`src/rtl/vga_fb_arbiter.sv`:
```
// vga_fb_arbiter
//   Shares one single-port framebuffer RAM (1-cycle read latency) between the
//   display read path and two draw-engine writers. Display reads always win.
//   Writers are served round-robin. An owner may keep writing only up to
//   MAX_BURST consecutive beats while the other writer is waiting.
//
//   Optional feature macro: FB_BLANK_ONLY_EN
//     When defined, writes are granted only while blanking
//     (hcount_i >= HOR_BLANK_START or vcount_i >= VER_BLANK_START).
//     When undefined, hcount_i/vcount_i are ignored.
//
// Ports
//   clk_i, rst_i             clock, synchronous active-high reset
//   hcount_i, vcount_i       display timing position (11b each)
//   rd_req_i, rd_addr_i      display read request / address
//   wr_req_i[1:0]            per-writer valid (addr/data held until accepted)
//   wr_addr{0,1}_i           writer addresses
//   wr_data{0,1}_i           writer data
//   wr_gnt_o[1:0]            per-writer ready (combinational)
//   mem_addr_o, mem_wdata_o  registered RAM address / write data
//   mem_we_o, mem_re_o       registered RAM write / read enables
//   owner_o[1:0]             FSM state: 0 IDLE, 1 OWN0, 2 OWN1
module vga_fb_arbiter #(
  parameter int ADDR_W          = 20,
  parameter int DATA_W          = 12,
  parameter int MAX_BURST       = 4,
  parameter int HOR_BLANK_START = 1024,
  parameter int VER_BLANK_START = 768
) (
  input  logic              clk_i,
  input  logic              rst_i,
  input  logic [10:0]       hcount_i,
  input  logic [10:0]       vcount_i,
  input  logic              rd_req_i,
  input  logic [ADDR_W-1:0] rd_addr_i,
  input  logic [1:0]        wr_req_i,
  input  logic [ADDR_W-1:0] wr_addr0_i,
  input  logic [ADDR_W-1:0] wr_addr1_i,
  input  logic [DATA_W-1:0] wr_data0_i,
  input  logic [DATA_W-1:0] wr_data1_i,
  output logic [1:0]        wr_gnt_o,
  output logic [ADDR_W-1:0] mem_addr_o,
  output logic [DATA_W-1:0] mem_wdata_o,
  output logic              mem_we_o,
  output logic              mem_re_o,
  output logic [1:0]        owner_o
);

  localparam int BW = $clog2(MAX_BURST + 1);
  localparam logic [BW-1:0] MAXB = BW'(MAX_BURST);
  localparam logic [BW-1:0] ONE  = BW'(1);

  typedef enum logic [1:0] {S_IDLE = 2'd0, S_OWN0 = 2'd1, S_OWN1 = 2'd2} state_e;

  state_e        state_q, state_d;
  logic [BW-1:0] burst_q, burst_d;
  logic          rr_q, rr_d;
  logic [1:0]    gnt;
  logic          wr_win;
  logic          sel, own, oth;

`ifdef FB_BLANK_ONLY_EN
  assign wr_win = (hcount_i >= 11'(HOR_BLANK_START)) || (vcount_i >= 11'(VER_BLANK_START));
`else
  logic unused_timing;
  assign unused_timing = ^{hcount_i, vcount_i};
  assign wr_win        = 1'b1;
`endif

  // State register
  always_ff @(posedge clk_i) begin
    if (rst_i) begin
      state_q <= S_IDLE;
      burst_q <= '0;
      rr_q    <= 1'b0;
    end else begin
      state_q <= state_d;
      burst_q <= burst_d;
      rr_q    <= rr_d;
    end
  end

  // Next-state / grant decision. Any cycle where writes are not allowed
  // (reset, display read, active video) freezes state and burst count.
  always_comb begin
    state_d = state_q;
    burst_d = burst_q;
    rr_d    = rr_q;
    gnt     = 2'b00;
    own     = (state_q == S_OWN1);
    oth     = ~own;
    sel     = wr_req_i[1] && (!wr_req_i[0] || rr_q);
    if (!rst_i && !rd_req_i && wr_win) begin
      case (state_q)
        S_IDLE: begin
          if (wr_req_i != 2'b00) begin
            gnt[sel] = 1'b1;
            state_d  = sel ? S_OWN1 : S_OWN0;
            burst_d  = ONE;
          end
        end
        S_OWN0, S_OWN1: begin
          if (wr_req_i[own] && (burst_q < MAXB || !wr_req_i[oth])) begin
            gnt[own] = 1'b1;
            if (burst_q < MAXB) burst_d = burst_q + ONE;
          end else if (wr_req_i[oth]) begin
            // hand over in the same cycle (owner dropped or hit its cap)
            gnt[oth] = 1'b1;
            state_d  = oth ? S_OWN1 : S_OWN0;
            burst_d  = ONE;
            rr_d     = oth;
          end else begin
            state_d  = S_IDLE;
            burst_d  = '0;
            rr_d     = oth;
          end
        end
        default: state_d = S_IDLE;
      endcase
    end
  end

  // Outputs
  always_comb begin
    wr_gnt_o = gnt;
    owner_o  = state_q;
  end

  // RAM command register; reset wins over any transfer accepted this cycle.
  always_ff @(posedge clk_i) begin
    if (rst_i) begin
      mem_addr_o  <= '0;
      mem_wdata_o <= '0;
      mem_we_o    <= 1'b0;
      mem_re_o    <= 1'b0;
    end else if (rd_req_i) begin
      mem_addr_o  <= rd_addr_i;
      mem_we_o    <= 1'b0;
      mem_re_o    <= 1'b1;
    end else if (gnt != 2'b00) begin
      mem_addr_o  <= gnt[1] ? wr_addr1_i : wr_addr0_i;
      mem_wdata_o <= gnt[1] ? wr_data1_i : wr_data0_i;
      mem_we_o    <= 1'b1;
      mem_re_o    <= 1'b0;
    end else begin
      mem_we_o    <= 1'b0;
      mem_re_o    <= 1'b0;
    end
  end

endmodule
```
`config.mk`:
```
export PLATFORM = sky130hd
export DESIGN_NAME = vga_fb_arbiter
export DESIGN_NICKNAME = d
export VERILOG_FILES = /design/src/rtl/vga_fb_arbiter.sv
export SDC_FILE = /design/constraint.sdc
export NUM_CORES = 1
export LEC_CHECK = 0
export BUFFER_PORTS_ARGS = -buffer_cell sky130_fd_sc_hd__clkbuf_2
export CAP_MARGIN = 25
export CORE_MARGIN = 2
export CORE_UTILIZATION = 48
export DETAILED_ROUTE_END_ITERATION = 7
export HOLD_SLACK_MARGIN = 0.05
export MAX_ROUTING_LAYER = met4
export PLACE_DENSITY = 0.84
export REMOVE_ABC_BUFFERS = 1
export SLEW_MARGIN = 20
export SYNTH_ARGS = -nofsm -noshare
export SYNTH_HDL_FRONTEND = slang
export SYNTH_SLANG_ARGS = --single-unit
export TNS_END_PERCENT = 10
```
`constraint.sdc`:
```
create_clock -name clk_i -period 4.5 [get_ports clk_i]
set_input_delay 0.45 -clock clk_i [delete_from_list [all_inputs] [get_ports clk_i]]
set_output_delay 0.45 -clock clk_i [all_outputs]
set_load 0.03 [all_outputs]
```
==> results of run 1 <==
cell type report:
cell class	count	area, sq um	share of cell area [%]
clock inverter	1	5.00	0.152
clock buffer	6	72.6	2.21
multi-input combinational	198	1520	46.2
timing repair buffer	132	696	21.1
sequential	40	801	24.3
tap	70	87.6	2.66
inverter	29	109	3.31
worst register-to-register path, delay by kind of cell (launching register included):
kind | cells | cell delay, ns
adder cells (fa/ha/maj) | 1 | 0.44
buffers and inverters | 2 | 0.45
AO/OA/AOI/OAI | 4 | 1.08
AND/OR/NAND/NOR | 1 | 0.25
flip-flops | 1 | 0.41
synthesized netlist by cell type, types with 2 or more instances:
| cell | n | area, sq um |
|---|---|---|
| a211oi_1 | 2 | 15.0 |
| a21oi_1 | 4 | 20.0 |
| a221oi_2 | 20 | 300 |
| a31oi_1 | 15 | 93.8 |
| buf_2 | 8 | 40.0 |
| buf_6 | 5 | 56.3 |
| clkbuf_1 | 14 | 52.6 |
| dfxtp_1 | 40 | 801 |
| ha_1 | 5 | 62.6 |
| inv_1 | 27 | 101 |
| inv_2 | 2 | 7.51 |
| nand2_1 | 6 | 22.5 |
| nand2b_1 | 23 | 144 |
| nand3_1 | 12 | 60.1 |
| nand3b_1 | 2 | 15.0 |
| nor2_1 | 27 | 101 |
| nor2b_1 | 2 | 12.5 |
| nor3b_1 | 2 | 15.0 |
| o21a_1 | 2 | 15.0 |
| o21ai_0 | 14 | 70.1 |
| o21ai_1 | 3 | 15.0 |
| o311ai_0 | 2 | 17.5 |
| o311ai_1 | 18 | 158 |
| o31ai_1 | 12 | 90.1 |
power by group:
part / internal [W] / switching (W) / leakage, nW
combinational: 0.000107 / 0.000188 / 1.14
sequential: 0.000382 / 0.0000146 / 0.330
clock: 0.000105 / 0.000122 / 0.0410
total: 0.000595 / 0.000325 / 1.51
worst min path at each step:
stage                                       start                           to  slack (ns)  cells after the start
after floorplan           burst_q[0]$_SDFFE_PP0P_      burst_q[0]$_SDFFE_PP0P_        0.45                      2
after global placement    burst_q[0]$_SDFFE_PP0P_      burst_q[0]$_SDFFE_PP0P_        0.46                      2
after detailed placement  burst_q[0]$_SDFFE_PP0P_      burst_q[0]$_SDFFE_PP0P_        0.47                      2
after CTS                          wr_addr0_i[19]  mem_addr_o[19]$_SDFFE_PP0P_        0.38                      3
after global routing               wr_addr0_i[19]  mem_addr_o[19]$_SDFFE_PP0P_        0.38                      3
final                              wr_addr0_i[19]  mem_addr_o[19]$_SDFFE_PP0P_        0.38                      3
routing by layer:
layer / global-route usage, % / up-vias / share of wire (%)
met5: - / - / 0
met4: 7.14 / 0 / 1.7
met3: 6.24 / 19 / 9.1
met2: 42.9 / 151 / 47
met1: 28.4 / 1239 / 42
li1: - / 1320 / -
metrics by stage:
step                cells  area [sq um]  utilization (%)  worst slack, ns  total power [W]
finish                476          3290             64.0             1.48         0.000920
global placement      468          3180             61.9             1.65         0.000691
detailed placement    468          3180             61.9             1.58         0.000696
CTS                   475          3260             63.4             1.48         0.000924
global route          476          3290             64.0             1.34         0.000973
floorplan             267          2410                -             1.43         0.000584
cells by family (layout without fill, tap and decap cells):
kind of cell             Yosys count  in the layout  share of synthesized area (%)
multiplexers                       2              2                          0.827
AND/OR/NAND/NOR                   88             88                           19.5
adder cells (fa/ha/maj)            5              5                           2.43
flip-flops                        40             40                           31.1
AO/OA/AOI/OAI                    103            103                           35.7
buffers and inverters             58            168                           10.4
flip-flops by register name, summed over array words and instances (netlist names):
signal / count
rr_q: 1
mem_wdata_o: 12
owner_o: 2
mem_we_o: 1
burst_q: 3
mem_addr_o: 20
mem_re_o: 1
==> impl_results.md, run 1 <==
- Status: completed
- Fin. max-slew vios: 0
- Slowest CP cell: o21ai_2
- Clock Sinks: 40
- Post-CTS Setup Bufs: 0
- Num CTS Buffers: 5
- Depth of the most critical reg-to-reg path: 8
- Root Buffer: clkbuf_8
- Post-CTS Hold Buffers: 0
- Initial antenna violation count: 0
- Routability cong.: between 0.8 and 0.9
- Min-delay worst type: in2reg
- Detail Route Antenna Nets: 0
- WP depth: 8
- Die W: between 70 and 80 um
- # fillers: 463
- Max Cap Viol: 0
- Crit-path cells: inv_1 -> ha_1 -> and2_1 -> and3_4 -> o31a_4 -> o21ai_2 -> inv_2 -> clkbuf_2
- Clk_lat worst skew: about 0.29 ns
- R2R Setup Slk: approximately 1.7 ns
- Setup crit end kind: primary output
- Least-Margin Pin Slew: around 0.90 ns
- Buffers & Inverters on Critical Path: 3
- Vias in the first global route: about 2,500
- Min cycle time layout: between 3 and 4 ns
- Synth Flop Type: dfxtp_1
- I/O pins: 149
- P&R area growth vs syn: 27.9%
- Number of hold violations in the final report: 0
- Flops & latches, synth: 40
- Final setup vio count: 0
- Kind of critical path: reg2out
- Via/cell ratio: around 5.7
- Post-synth EDFFs: 0
- Leak: around 1.5 nW
- Rows: 26
- Die Height: 77.2 um
- Syn Inst Count: approximately 300
- Unrepaired setup endpoints after global routing: false
- Hpwl dp: between 5000 and 6000 um
- Initial Utilization: 50.0%
- Asr flop ratio synth: 0%
- Yosys warns: 0
- Period utilization: 67.1%
- DR iter-0 viols: slightly above 100
- Setup crit end: wr_gnt_o[1]
- CTS tree: yes
- Critical Path AT: 2.57 ns
- Ant. Diodes: 0
- Mapped Avg Cell Area: between 8 and 9 sq um
- Final Skew: just over 0.007 ns
- CTS resizes: 0
- TNS Setup: 0 ns
- Worst path required time: between 4 and 5 ns
- Largest delay contributor family on the critical path: compound AO/OA/AOI/OAI gates
- Peak supply drop: ~140 uV
- H-tree depth: 2
- Post-synth cell types: 53
- Synthesized area: between 2000 and 3000 sq um
- Vias after detailed routing: ~2,700
- Clock-pin slew on the worst setup and hold paths: 0.08 ns
- Largest net degree at the start of global routing: 46
- WL final: 7140 um
- TritonRoute pass-1 iters: 5
- Slew HR: around 40%
- First-pass GRT wire length: around 12,000 um
- CP Max Fanout: 13
- Reg2reg end: mem_addr_o[1]$_SDFFE_PP0P_
- Worst r2r src: owner_o[1]$_SDFFE_PP0P_
- Clk buf depth: 2
- # port buffers: 126
- Share of post-route cells with drive strength above 1: 42.9%
- Max incr delay on CP: around 0.48 ns
- PD cells: 280 nW/um^2
- Gr usage total: approximately 25%
- Crit. Startpoint: owner_o[0]$_SDFFE_PP0P_
- DRC Markers: 0
- Post-layout nets: approximately 520
- Wire per inst: 15.0 um
- Worst hold margin: between 0.3 and 0.4 ns
- Post-synthesis sequential area ratio: 31.1%
- CP startpoint kind: flop
- GRT Residual Overflow: 0
- CORE AREA: a little over 5000 sq um
- Commonest non-fill, non-tap cell in the layout: clkbuf_2
- Most frequent cells in the layout: 126 x clkbuf_2, 40 x dfxtp_1, 27 x nor2_1
- Fmax: approximately 330 MHz
- Die area: around 6000 sq um
(Power assumes the default switching activity.)
==> run 2, diff against run 1 <==
--- a/config.mk
+++ b/config.mk
@@ -8,11 +8,11 @@
 export BUFFER_PORTS_ARGS = -buffer_cell sky130_fd_sc_hd__clkbuf_2
 export CAP_MARGIN = 25
 export CORE_MARGIN = 2
-export CORE_UTILIZATION = 48
+export CORE_UTILIZATION = 40
 export DETAILED_ROUTE_END_ITERATION = 7
 export HOLD_SLACK_MARGIN = 0.05
 export MAX_ROUTING_LAYER = met4
-export PLACE_DENSITY = 0.84
+export PLACE_DENSITY = 0.74
 export REMOVE_ABC_BUFFERS = 1
 export SLEW_MARGIN = 20
 export SYNTH_ARGS = -nofsm -noshare
==> constraint.sdc (replaced) <==
create_clock -name clk_i -period 2.7 [get_ports clk_i]
set_input_delay 0.27 -clock clk_i [delete_from_list [all_inputs] [get_ports clk_i]]
set_output_delay 0.27 -clock clk_i [all_outputs]
set_load 0.03 [all_outputs]
==> run 2 against run 1 <==
  * Via count is 0.18% lower
  * Count of clock-buffer cells in the layout is 1 lower
  * Hold slack worse by 0.18 ns
  * Wire length is 2.9% higher
  * Core utilization is 10 points lower
  * Cell count is 3.2% higher
  * Highest routed layer unchanged
  * Register-to-register slack worse by 1.5 ns
  * Cell area is 2.4% higher
  * Non-clock buffer count is 7 higher
  * Clock power is 70% higher
  * Combinational power is 71% higher
  * Critical path type unchanged
==> impl_results.md, run 2 (synthesis gave the netlist of run 1 again) <==
- Fmax: between 300 and 400 MHz
- Peak supply drop: 213 uV
- Share of post-route cells with drive strength above 1: 44.0%
- Routability cong.: a little over 0.9
- Ant. Diodes: 0
- GRT Residual Overflow: 0
- DRC Markers: 0
- Kind of critical path: reg2out
- TNS Setup: 0 ns
- Least-Margin Pin Slew: a little under 0.8 ns
- Hpwl dp: about 5200 um
- Vias in the first global route: roughly 2,500
- Slew HR: 47.6%
- Post-layout nets: 530
- # port buffers: roughly 130
- Period utilization: between 90% and 100%
- Crit. Startpoint: owner_o[0]$_SDFFE_PP0P_
- Max Cap Viol: 0
- Worst r2r src: owner_o[0]$_SDFFE_PP0P_
- Final total power: approximately 0.0016 W
- Die area: approximately 7100 sq um
- Largest net degree at the start of global routing: 44
- Post-CTS Setup Bufs: 0
- Most frequent cells in the layout: 126 x clkbuf_2, 40 x dfxtp_1, 27 x inv_1, 27 x nor2_1, 23 x nand2b_1
- Largest regs: mem_addr_o x20, mem_wdata_o x12, burst_q x3
- H-tree depth: 2
- I/O pins: roughly 150
- DR iter-0 viols: 146
- Unrepaired setup endpoints after global routing: false
- Clk buf depth: 2
- Die W: around 84 um
- Num CTS Buffers: 5
- Critical Path AT: ~2.2 ns
- Gr usage total: around 20%
- WL final: approximately 7300 um
- Min-delay worst type: in2reg
- Final Skew: 0.00619 ns
- Clock Sinks: 40
- Number of hold violations in the final report: 0
- Final setup vio count: 0
- Worst path required time: ~2.4 ns
- Reg2reg end: mem_wdata_o[10]$_SDFFE_PP0P_
- Setup crit end kind: primary output
- TritonRoute pass-1 iters: 4
- CP startpoint kind: flop
- Rows: 29
- # fillers: 589
- Top reg by flops: mem_addr_o
- Via/cell ratio: 5.55
- Commonest non-fill, non-tap cell in the layout: clkbuf_2
- Min cycle time layout: roughly 2.5 ns
- Die Height: 84.2 um
- CORE AREA: 6280 sq um
- CTS tree: yes
- PD cells: 462 nW/um^2
- Vias after detailed routing: about 2,700
- Worst hold margin: slightly above 0.2 ns
- Place WS: approximately 0.15 ns
- Leak: between 1.5 and 2 nW
- CTS resizes: 0
- Initial antenna violation count: 0
- Detail Route Antenna Nets: 0
- Status: completed
- Clock-pin slew on the worst setup and hold paths: 0.08 ns
- Max reg flops: 20
- Fin. max-slew vios: 0
- PnR worst setup slack: ~0.20 ns
- Clk_lat worst skew: around 0.29 ns
- Initial Utilization: about two fifths
- Final instance area: between 3000 and 4000 sq um
- Placed Area: 3270 sq um
- R2R Setup Slk: approximately 0.26 ns
- CP Max Fanout: 12
- Root Buffer: clkbuf_8
- Depth of the most critical reg-to-reg path: 8
- Post-CTS Hold Buffers: 0
- Wire per inst: around 15 um
- Setup crit end: wr_gnt_o[0]
- P&R area growth vs syn: 30.9%
- First-pass GRT wire length: 11,500 um
## run 2: layout make-up
type	instances	area [sq um]	area share, %
tap	77	96.3	2.86
clock buffer	5	68.8	2.04
sequential	40	801	23.8
timing repair buffer	139	753	22.4
inverter	29	109	3.23
clock inverter	2	12.5	0.371
multi-input combinational	199	1530	45.4
## run 2: through the flow
stage                     std cells  util [%]
final                           491      53.7
after detailed placement        483      52.2
after global placement          483      52.2
after CTS                       490      53.5
after global routing            491      53.7
after floorplan                 267         -
## run 2: worst min-delay path by stage
stage	from	endpoint	slack, ns	cells past startpoint
4_1_cts	wr_addr0_i[5]	mem_addr_o[5]$_SDFFE_PP0P_	0.20	3
2_1_floorplan	rst_i	owner_o[0]$_SDFFE_PP0P_	0.34	1
5_1_grt	wr_addr0_i[8]	mem_addr_o[8]$_SDFFE_PP0P_	0.20	3
3_3_place_gp	burst_q[0]$_SDFFE_PP0P_	burst_q[0]$_SDFFE_PP0P_	0.46	2
6_report	wr_addr0_i[18]	mem_addr_o[18]$_SDFFE_PP0P_	0.20	3
3_5_place_dp	burst_q[0]$_SDFFE_PP0P_	burst_q[0]$_SDFFE_PP0P_	0.47	2
## run 2: critical path: stages (launching register included)
cell	delay (ns)
dfxtp_1	0.37
inv_1	0.09
ha_1	0.45
and3_1	0.25
a32oi_1	0.22
o21a_1	0.30
nor2_1	0.06
clkbuf_2	0.20
## run 2: report_power, final
part           switching (W)  internal [W]
Clock               0.000213      0.000175
Sequential         0.0000250      0.000636
Combinational       0.000316      0.000190
## run 2: metal layers
metal	routed length, um	vias up	global-route usage, %
li1	-	1338	-
met1	3110	1252	24.4
met2	3630	122	34.0
met3	475	12	3.15
met4	126	0	6.45
met5	0	-	-
